==> config.mk <==
export PLATFORM = sky130hd
export DESIGN_NAME = store_write_buffer
export DESIGN_NICKNAME = d
export VERILOG_FILES = /design/src/rtl/store_wbuf_pkg.sv /design/src/rtl/store_wbuf_ram.sv /design/src/rtl/store_write_buffer.sv
export SDC_FILE = /design/constraint.sdc
export NUM_CORES = 1
export LEC_CHECK = 0
export ABC_AREA = 1
export BUFFER_PORTS_ARGS = -buffer_cell sky130_fd_sc_hd__buf_2
export CORE_ASPECT_RATIO = 0.8
export CORE_MARGIN = 5
export CORE_UTILIZATION = 32
export DETAILED_ROUTE_END_ITERATION = 10
export PLACE_DENSITY = 0.61
export SKIP_LAST_GASP = 1
export SLEW_MARGIN = 20
export SYNTH_ARGS = -nofsm -noshare
export SYNTH_HDL_FRONTEND = slang
export SYNTH_SLANG_ARGS = --single-unit
==> constraint.sdc <==
create_clock -name clk -period 4.8 [get_ports clk]
set_input_delay 0.72 -clock clk [delete_from_list [all_inputs] [get_ports clk]]
set_output_delay 0.72 -clock clk [all_outputs]
set_load 0.02 [all_outputs]
==> src/rtl/store_wbuf_pkg.sv <==
// Shared types and constants for the posted-store write buffer.
// The entry struct is sized from WB_ADDR_W/WB_DATA_W; the top-level ADDR_W/DATA_W
// parameters are expected to match these values.
package store_wbuf_pkg;

    localparam int WB_ADDR_W   = 32;
    localparam int WB_DATA_W   = 32;
    localparam int WB_WORD_LSB = 2;

    typedef struct packed {
        logic [WB_ADDR_W-3:0] word_addr;
        logic [WB_DATA_W-1:0] data;
    } wbuf_entry_t;

    typedef enum logic [1:0] {
        WB_RUN   = 2'd0,
        WB_DRAIN = 2'd1,
        WB_DONE  = 2'd2
    } wbuf_state_e;

    // Word-granular address comparison used by load-hit and merge detection.
    function automatic logic word_match(input logic [WB_ADDR_W-3:0] a,
                                        input logic [WB_ADDR_W-3:0] b);
        return (a == b);
    endfunction

endpackage

==> src/rtl/store_wbuf_ram.sv <==
// Entry storage for the store write buffer: one write port, one asynchronous
// head read port and parallel word-address comparators across all entries.
// Optional macro STORE_WBUF_MERGE_EN adds a second comparator vector for store merging.
module store_wbuf_ram
    import store_wbuf_pkg::*;
#(
    parameter int DEPTH = 4,
    parameter int PTR_W = $clog2(DEPTH)
) (
    input  logic                 clk,
    input  logic                 we,
    input  logic [PTR_W-1:0]     waddr,
    input  wbuf_entry_t          wdata,
    input  logic [PTR_W-1:0]     raddr,
    output wbuf_entry_t          rdata,
    input  logic [WB_ADDR_W-3:0] ld_word,
    output logic [DEPTH-1:0]     ld_match
`ifdef STORE_WBUF_MERGE_EN
    ,
    input  logic [WB_ADDR_W-3:0] st_word,
    output logic [DEPTH-1:0]     st_match
`endif
);

    wbuf_entry_t entries_r [DEPTH];

    // Entry write; contents need no reset since occupancy is tracked by the pointers.
    always_ff @(posedge clk) begin
        if (we) begin
            entries_r[waddr] <= wdata;
        end
    end

    assign rdata = entries_r[raddr];

    // Compare every entry against the load word address.
    always_comb begin
        ld_match = {DEPTH{1'b0}};
        for (int i = 0; i < DEPTH; i++) begin
            ld_match[i] = word_match(entries_r[i].word_addr, ld_word);
        end
    end

`ifdef STORE_WBUF_MERGE_EN
    // Compare every entry against the incoming store word address.
    always_comb begin
        st_match = {DEPTH{1'b0}};
        for (int i = 0; i < DEPTH; i++) begin
            st_match[i] = word_match(entries_r[i].word_addr, st_word);
        end
    end
`endif

endmodule

==> src/rtl/store_write_buffer.sv <==
// Posted-store write buffer between the MEM stage and the external data bus.
// Stores are queued in a FIFO and drained over a valid/ready handshake; a flush
// request drains the buffer and pulses flush_done; load-address hazards are flagged.
// Optional macro STORE_WBUF_MERGE_EN: same-word stores merge into the newest entry.
module store_write_buffer
    import store_wbuf_pkg::*;
#(
    parameter int DEPTH  = 4,
    parameter int ADDR_W = WB_ADDR_W,
    parameter int DATA_W = WB_DATA_W
) (
    input  logic              clk,
    input  logic              rst_n,
    input  logic              st_valid,
    input  logic [ADDR_W-1:0] st_addr,
    input  logic [DATA_W-1:0] st_data,
    output logic              st_stall,
    input  logic              ld_valid,
    input  logic [ADDR_W-1:0] ld_addr,
    output logic              ld_hit,
    input  logic              flush_req,
    output logic              flush_done,
    output logic              bus_valid,
    output logic [ADDR_W-1:0] bus_addr,
    output logic [DATA_W-1:0] bus_data,
    input  logic              bus_ready
);

    localparam int               PTR_W    = $clog2(DEPTH);
    localparam int               CNT_W    = PTR_W + 1;
    localparam logic [CNT_W-1:0] CNT_ZERO = {CNT_W{1'b0}};
    localparam logic [CNT_W-1:0] CNT_ONE  = CNT_W'(1);
    localparam logic [CNT_W-1:0] CNT_FULL = CNT_W'(DEPTH);
    localparam logic [PTR_W-1:0] PTR_ONE  = PTR_W'(1);

    logic [PTR_W-1:0] rd_ptr_r;
    logic [PTR_W-1:0] wr_ptr_r;
    logic [PTR_W-1:0] newest_ptr_s;
    logic [PTR_W-1:0] waddr_s;
    logic [PTR_W-1:0] offs_s [DEPTH];
    logic [CNT_W-1:0] count_r;
    logic [CNT_W-1:0] count_nxt_s;
    wbuf_state_e      state_r;
    wbuf_state_e      state_nxt_s;
    logic             bus_valid_r;
    logic             flush_done_r;
    logic             pop_s;
    logic             push_s;
    logic             alloc_s;
    logic             merge_s;
    logic             full_s;
    logic             run_s;
    logic             stall_s;
    wbuf_entry_t      wentry_s;
    wbuf_entry_t      head_s;
    logic [DEPTH-1:0] ld_match_s;
    logic [DEPTH-1:0] occ_s;
    logic             unused_addr_bits_s;
`ifdef STORE_WBUF_MERGE_EN
    logic [DEPTH-1:0] st_match_s;
`endif

    // The byte-offset bits never take part in word matching.
    assign unused_addr_bits_s = ^{st_addr[WB_WORD_LSB-1:0], ld_addr[WB_WORD_LSB-1:0]};

    assign run_s        = (state_r == WB_RUN);
    assign full_s       = (count_r == CNT_FULL);
    assign pop_s        = bus_valid_r && bus_ready;
    assign newest_ptr_s = wr_ptr_r - PTR_ONE;

`ifdef STORE_WBUF_MERGE_EN
    // Merge into the newest entry unless that entry is the head leaving this cycle.
    assign merge_s = st_valid && run_s && (count_r != CNT_ZERO) &&
                     st_match_s[newest_ptr_s] && !((count_r == CNT_ONE) && pop_s);
`else
    assign merge_s = 1'b0;
`endif

    assign stall_s = st_valid && (!run_s || (full_s && !pop_s && !merge_s));
    assign push_s  = st_valid && !stall_s;
    assign alloc_s = push_s && !merge_s;
    assign waddr_s = merge_s ? newest_ptr_s : wr_ptr_r;

    assign wentry_s.word_addr = st_addr[ADDR_W-1:WB_WORD_LSB];
    assign wentry_s.data      = st_data;

    store_wbuf_ram #(
        .DEPTH (DEPTH),
        .PTR_W (PTR_W)
    ) u_ram (
        .clk      (clk),
        .we       (push_s),
        .waddr    (waddr_s),
        .wdata    (wentry_s),
        .raddr    (rd_ptr_r),
        .rdata    (head_s),
        .ld_word  (ld_addr[ADDR_W-1:WB_WORD_LSB]),
        .ld_match (ld_match_s)
`ifdef STORE_WBUF_MERGE_EN
        ,
        .st_word  (st_addr[ADDR_W-1:WB_WORD_LSB]),
        .st_match (st_match_s)
`endif
    );

    // Occupancy mask: entry i is live when its distance from the head is below count.
    always_comb begin
        occ_s = {DEPTH{1'b0}};
        for (int i = 0; i < DEPTH; i++) begin
            offs_s[i] = PTR_W'(i) - rd_ptr_r;
            occ_s[i]  = ({1'b0, offs_s[i]} < count_r);
        end
    end

    // Occupancy count follows allocations and pops; merges do not allocate.
    always_comb begin
        count_nxt_s = count_r;
        case ({alloc_s, pop_s})
            2'b10:   count_nxt_s = count_r + CNT_ONE;
            2'b01:   count_nxt_s = count_r - CNT_ONE;
            default: count_nxt_s = count_r;
        endcase
    end

    // Flush sequencing: drain until empty, then announce completion for one cycle.
    always_comb begin
        state_nxt_s = state_r;
        case (state_r)
            WB_RUN: begin
                if (flush_req) begin
                    state_nxt_s = WB_DRAIN;
                end else begin
                    state_nxt_s = WB_RUN;
                end
            end
            WB_DRAIN: begin
                if ((count_r == CNT_ZERO) || ((count_r == CNT_ONE) && pop_s)) begin
                    state_nxt_s = WB_DONE;
                end else begin
                    state_nxt_s = WB_DRAIN;
                end
            end
            WB_DONE: state_nxt_s = WB_RUN;
            default: state_nxt_s = WB_RUN;
        endcase
    end

    // FIFO pointers and occupancy count.
    always_ff @(posedge clk) begin
        if (!rst_n) begin
            rd_ptr_r <= {PTR_W{1'b0}};
            wr_ptr_r <= {PTR_W{1'b0}};
            count_r  <= CNT_ZERO;
        end else begin
            if (pop_s) begin
                rd_ptr_r <= rd_ptr_r + PTR_ONE;
            end
            if (alloc_s) begin
                wr_ptr_r <= wr_ptr_r + PTR_ONE;
            end
            count_r <= count_nxt_s;
        end
    end

    // FSM state and registered status outputs.
    always_ff @(posedge clk) begin
        if (!rst_n) begin
            state_r      <= WB_RUN;
            bus_valid_r  <= 1'b0;
            flush_done_r <= 1'b0;
        end else begin
            state_r      <= state_nxt_s;
            bus_valid_r  <= (count_nxt_s != CNT_ZERO);
            flush_done_r <= (state_nxt_s == WB_DONE);
        end
    end

    // Head presentation to the bus; zeroed when nothing is offered.
    always_comb begin
        if (bus_valid_r) begin
            bus_addr = {head_s.word_addr, 2'b00};
            bus_data = head_s.data;
        end else begin
            bus_addr = {ADDR_W{1'b0}};
            bus_data = {DATA_W{1'b0}};
        end
    end

    assign bus_valid  = bus_valid_r;
    assign flush_done = flush_done_r;
    assign st_stall   = stall_s;
    assign ld_hit     = ld_valid && (|(ld_match_s & occ_s));

endmodule

==> summary.md <==
| Metric | Value |
|---|---|
| YS warnings | 0 |
| Fin crit share | 0.775 |
| Cell count after synthesis | 1113 |
| Placed cells | 1709 |
| Sink Count | 261 |
| Synth area leader | edfxtp_1 |
| Starting Density | 0.324 |
| Initial DRT Pass Iterations | 5 |
| Cell with the most instances after synthesis | nor2_1 |
| Vias in the first global route | 8111 |
| Most used DFF post-synth | edfxtp_1 |
| Commonest cells in the netlist | nor2_1 (276), edfxtp_1 (248), o21ai_0 (112) |
| Wire length per cell | 17.8 microns |
| Worst vdd ir | 0.284 mV |
| Peak Freq | 269 MHz |
| Num rows | 63 |
| CTS clk-pin slew, worst paths | 0.06 ns |
| Post-route cell area | 14100 sq um |
| First-pass GRT wire length | 46.6 mm |
| R2R depth | 6 |
| Synth cell types | 32 |
| RSZ-0062 raised after global routing | false |
| Detailed Place HPWL | 19.9 mm |
| Setup_tns | 0 ns |
| GPL Wtd Cong | 0.822 |
| Number of H-tree levels | 1 |
| # diodes | 0 |
| Synth Register Bits | 261 |
| Cell area after synthesis | 12000 sq um |
| Ratio of cells with drive above 1 in the final layout | 0.181 |
| P per Cell Area | 438 nW/um^2 |
| Fill cell count | 3595 |
| Clock Path Buffers | 3 |
| Worst rel slew slack | 0.324 |
| Least-Margin Pin Slew | 1.01 ns |
| Synth top area share | 0.619 |
| Core area | 37100 sq um |
| CTS tree | done |
| GRT Max-Usage Layer | met2 |
| Hold depth | 1 |
| I/O pin count | 170 |
| Status | completed |
| Final Instance Count excl. Fillers | 1761 |
| Met2 global-route usage | 0.241 |
| Register area share after synthesis | 0.640 |
| Clock Root Buffer | clkbuf_16 |
| Layout area overhead | 17.5% |
| Arrival @ worst endpoint | 3.00 ns |
| Final ANT Viol Nets | 0 |
| Setup violations, final | 0 |
| Die H | 183 microns |
| Die W | 227 microns |
| M1 GR Usage | 0.195 |
| Max-cap violations | 0 |
| CP Class | flip-flop to output pin |
| Final Hold Viols | 0 |
| Critical path capture point type | output pin |
| Net count, final | 1369 |
| PostCTS Resize Cnt | 0 |
| Period minus WS final | 3.72 ns |
| Leakage | 5.31 nW |
| Slew Viols, Final | 0 |
| Syn_area_per_cell | 10.8 sq um |
| Vias post-DR | 8260 |
| Post-CTS Setup Repair Bufs | 0 |
| Crit path required time | 4.08 ns |
| Synth async-reset ratio | 0 |
| Cts hold-fix bufs | 0 |
| CTS Buf Count | 28 |
| IO Port Bufs | 163 |
| EDFF count, synth | 248 |
| Final Skew | 0.0130 ns |
| 1st-iter DRT viols | 518 |
| Die area | 41600 sq um |
| Routed wire length | 31.3 mm |
| Via/cell ratio | 4.69 |
| Crit path launch type | flip-flop |
| HP Class | input port to flip-flop |
| DRC errors left | 0 |
| Global Route Usage Sum | 0.145 |
| Worst skew pair latency | 0.55 ns |
| Initial antenna violation count | 6 |
| M3 GR Usage | 0.0346 |
| CP Max Fanout | 68 |
| Largest net degree at the start of global routing | 70 |
| Overflow after GRT | 0 |
| Placed inst area | 13300 sq um |
| Area contributors post-synth | edfxtp_1 (62%), nor2_1 (8.6%), xnor2_1 (4.7%) |
==> cell usage in the layout, fill, tap and decap left out, types with 2 or more instances in the layout <==
master / instances
inv_2: 4
nand4_1: 10
clkbuf_1: 5
nand2_1: 80
clkbuf_16: 29
nand3_1: 15
a21oi_1: 82
xnor2_1: 65
clkinv_1: 6
buf_2: 163
o21ai_1: 14
nor4_1: 2
inv_1: 52
o211ai_1: 4
nor2_4: 4
ha_1: 15
edfxtp_1: 248
buf_4: 9
buf_12: 3
o21ai_0: 112
conb_1: 2
xor2_1: 41
clkinv_2: 9
nor2_1: 272
dfxtp_1: 11
nor3_1: 2
==> metal layers <==
| layer | share of wire | up-vias |
|---|---|---|
| met2 | 0.46 | 247 |
| met1 | 0.44 | 3897 |
| met3 | 0.072 | 54 |
| met5 | 0.0010 | - |
| li1 | - | 4056 |
| met4 | 0.019 | 6 |
==> metrics by stage <==
step / total power (W) / util / setup WS, ns / hold slack (ns)
after floorplan: 0.00374 / - / 0.585 / 0.444
after global routing: 0.00654 / 0.381 / 0.870 / 0.360
after global placement: 0.00422 / 0.358 / 1.71 / 0.462
final: 0.00620 / 0.381 / 1.08 / 0.382
after CTS: 0.00628 / 0.381 / 1.09 / 0.352
after detailed placement: 0.00424 / 0.358 / 1.69 / 0.469
==> power breakdown <==
group / internal (W) / switching (W) / leakage [nW]
logic: 0.000419 / 0.000995 / 2.51
clock network: 0.00115 / 0.000865 / 0.427
registers: 0.00267 / 0.0000939 / 2.37
==> final cells by class <==
cell class	instances	area, sq um	share of cell area
Clock inverter	18	118	0.00832
Timing Repair Buffer	175	943	0.0667
Inverter	57	215	0.0152
Tap cell	487	609	0.0431
Sequential cell	261	7710	0.545
Clock buffer	34	744	0.0526
Multi-Input combinational cell	729	3800	0.269
==> flip-flops by register name, summed over array words and instances, names as in the netlist, named ones only <==
signal / count
u_ram.entries_r: 248
count_r: 3
rd_ptr_r: 2
state_r: 2
waddr_s: 2
bus_valid: 1
flush_done: 1
==> cells by family after synthesis <==
logic type / synth area share
other: 0.000312
XOR/XNOR: 0.0771
adder cells (fa/ha/maj): 0.0156
AO/OA/AOI/OAI: 0.0938
flip-flops: 0.640
buffers and inverters: 0.0466
AND/OR/NAND/NOR: 0.126
==> worst paths after layout <==
| check | startpoint | endpoint | slack (ns) |
|---|---|---|---|
| max reg2reg | count_r[0]$_SDFF_PN0_ | u_ram.entries_r[2][59]$_DFFE_PP_ | 2.06 |
| min | st_data[8] | u_ram.entries_r[1][8]$_DFFE_PP_ | 0.38 |
| max | flip-flop | bus_addr[4] | 1.08 |
| min reg2reg | state_r[0]$_SDFF_PN0_ | state_r[1]$_SDFF_PN0_ | 0.49 |
==> worst max-delay path, stage by stage (launching register included) <==
cell and delay (ns):
dfxtp_4 0.76, buf_4 0.71, nor2_1 0.11, nor2_1 0.10, o21ai_0 0.09, a21oi_1 0.31, buf_2 0.23
Note: power is estimated with default switching activity, not from simulation.
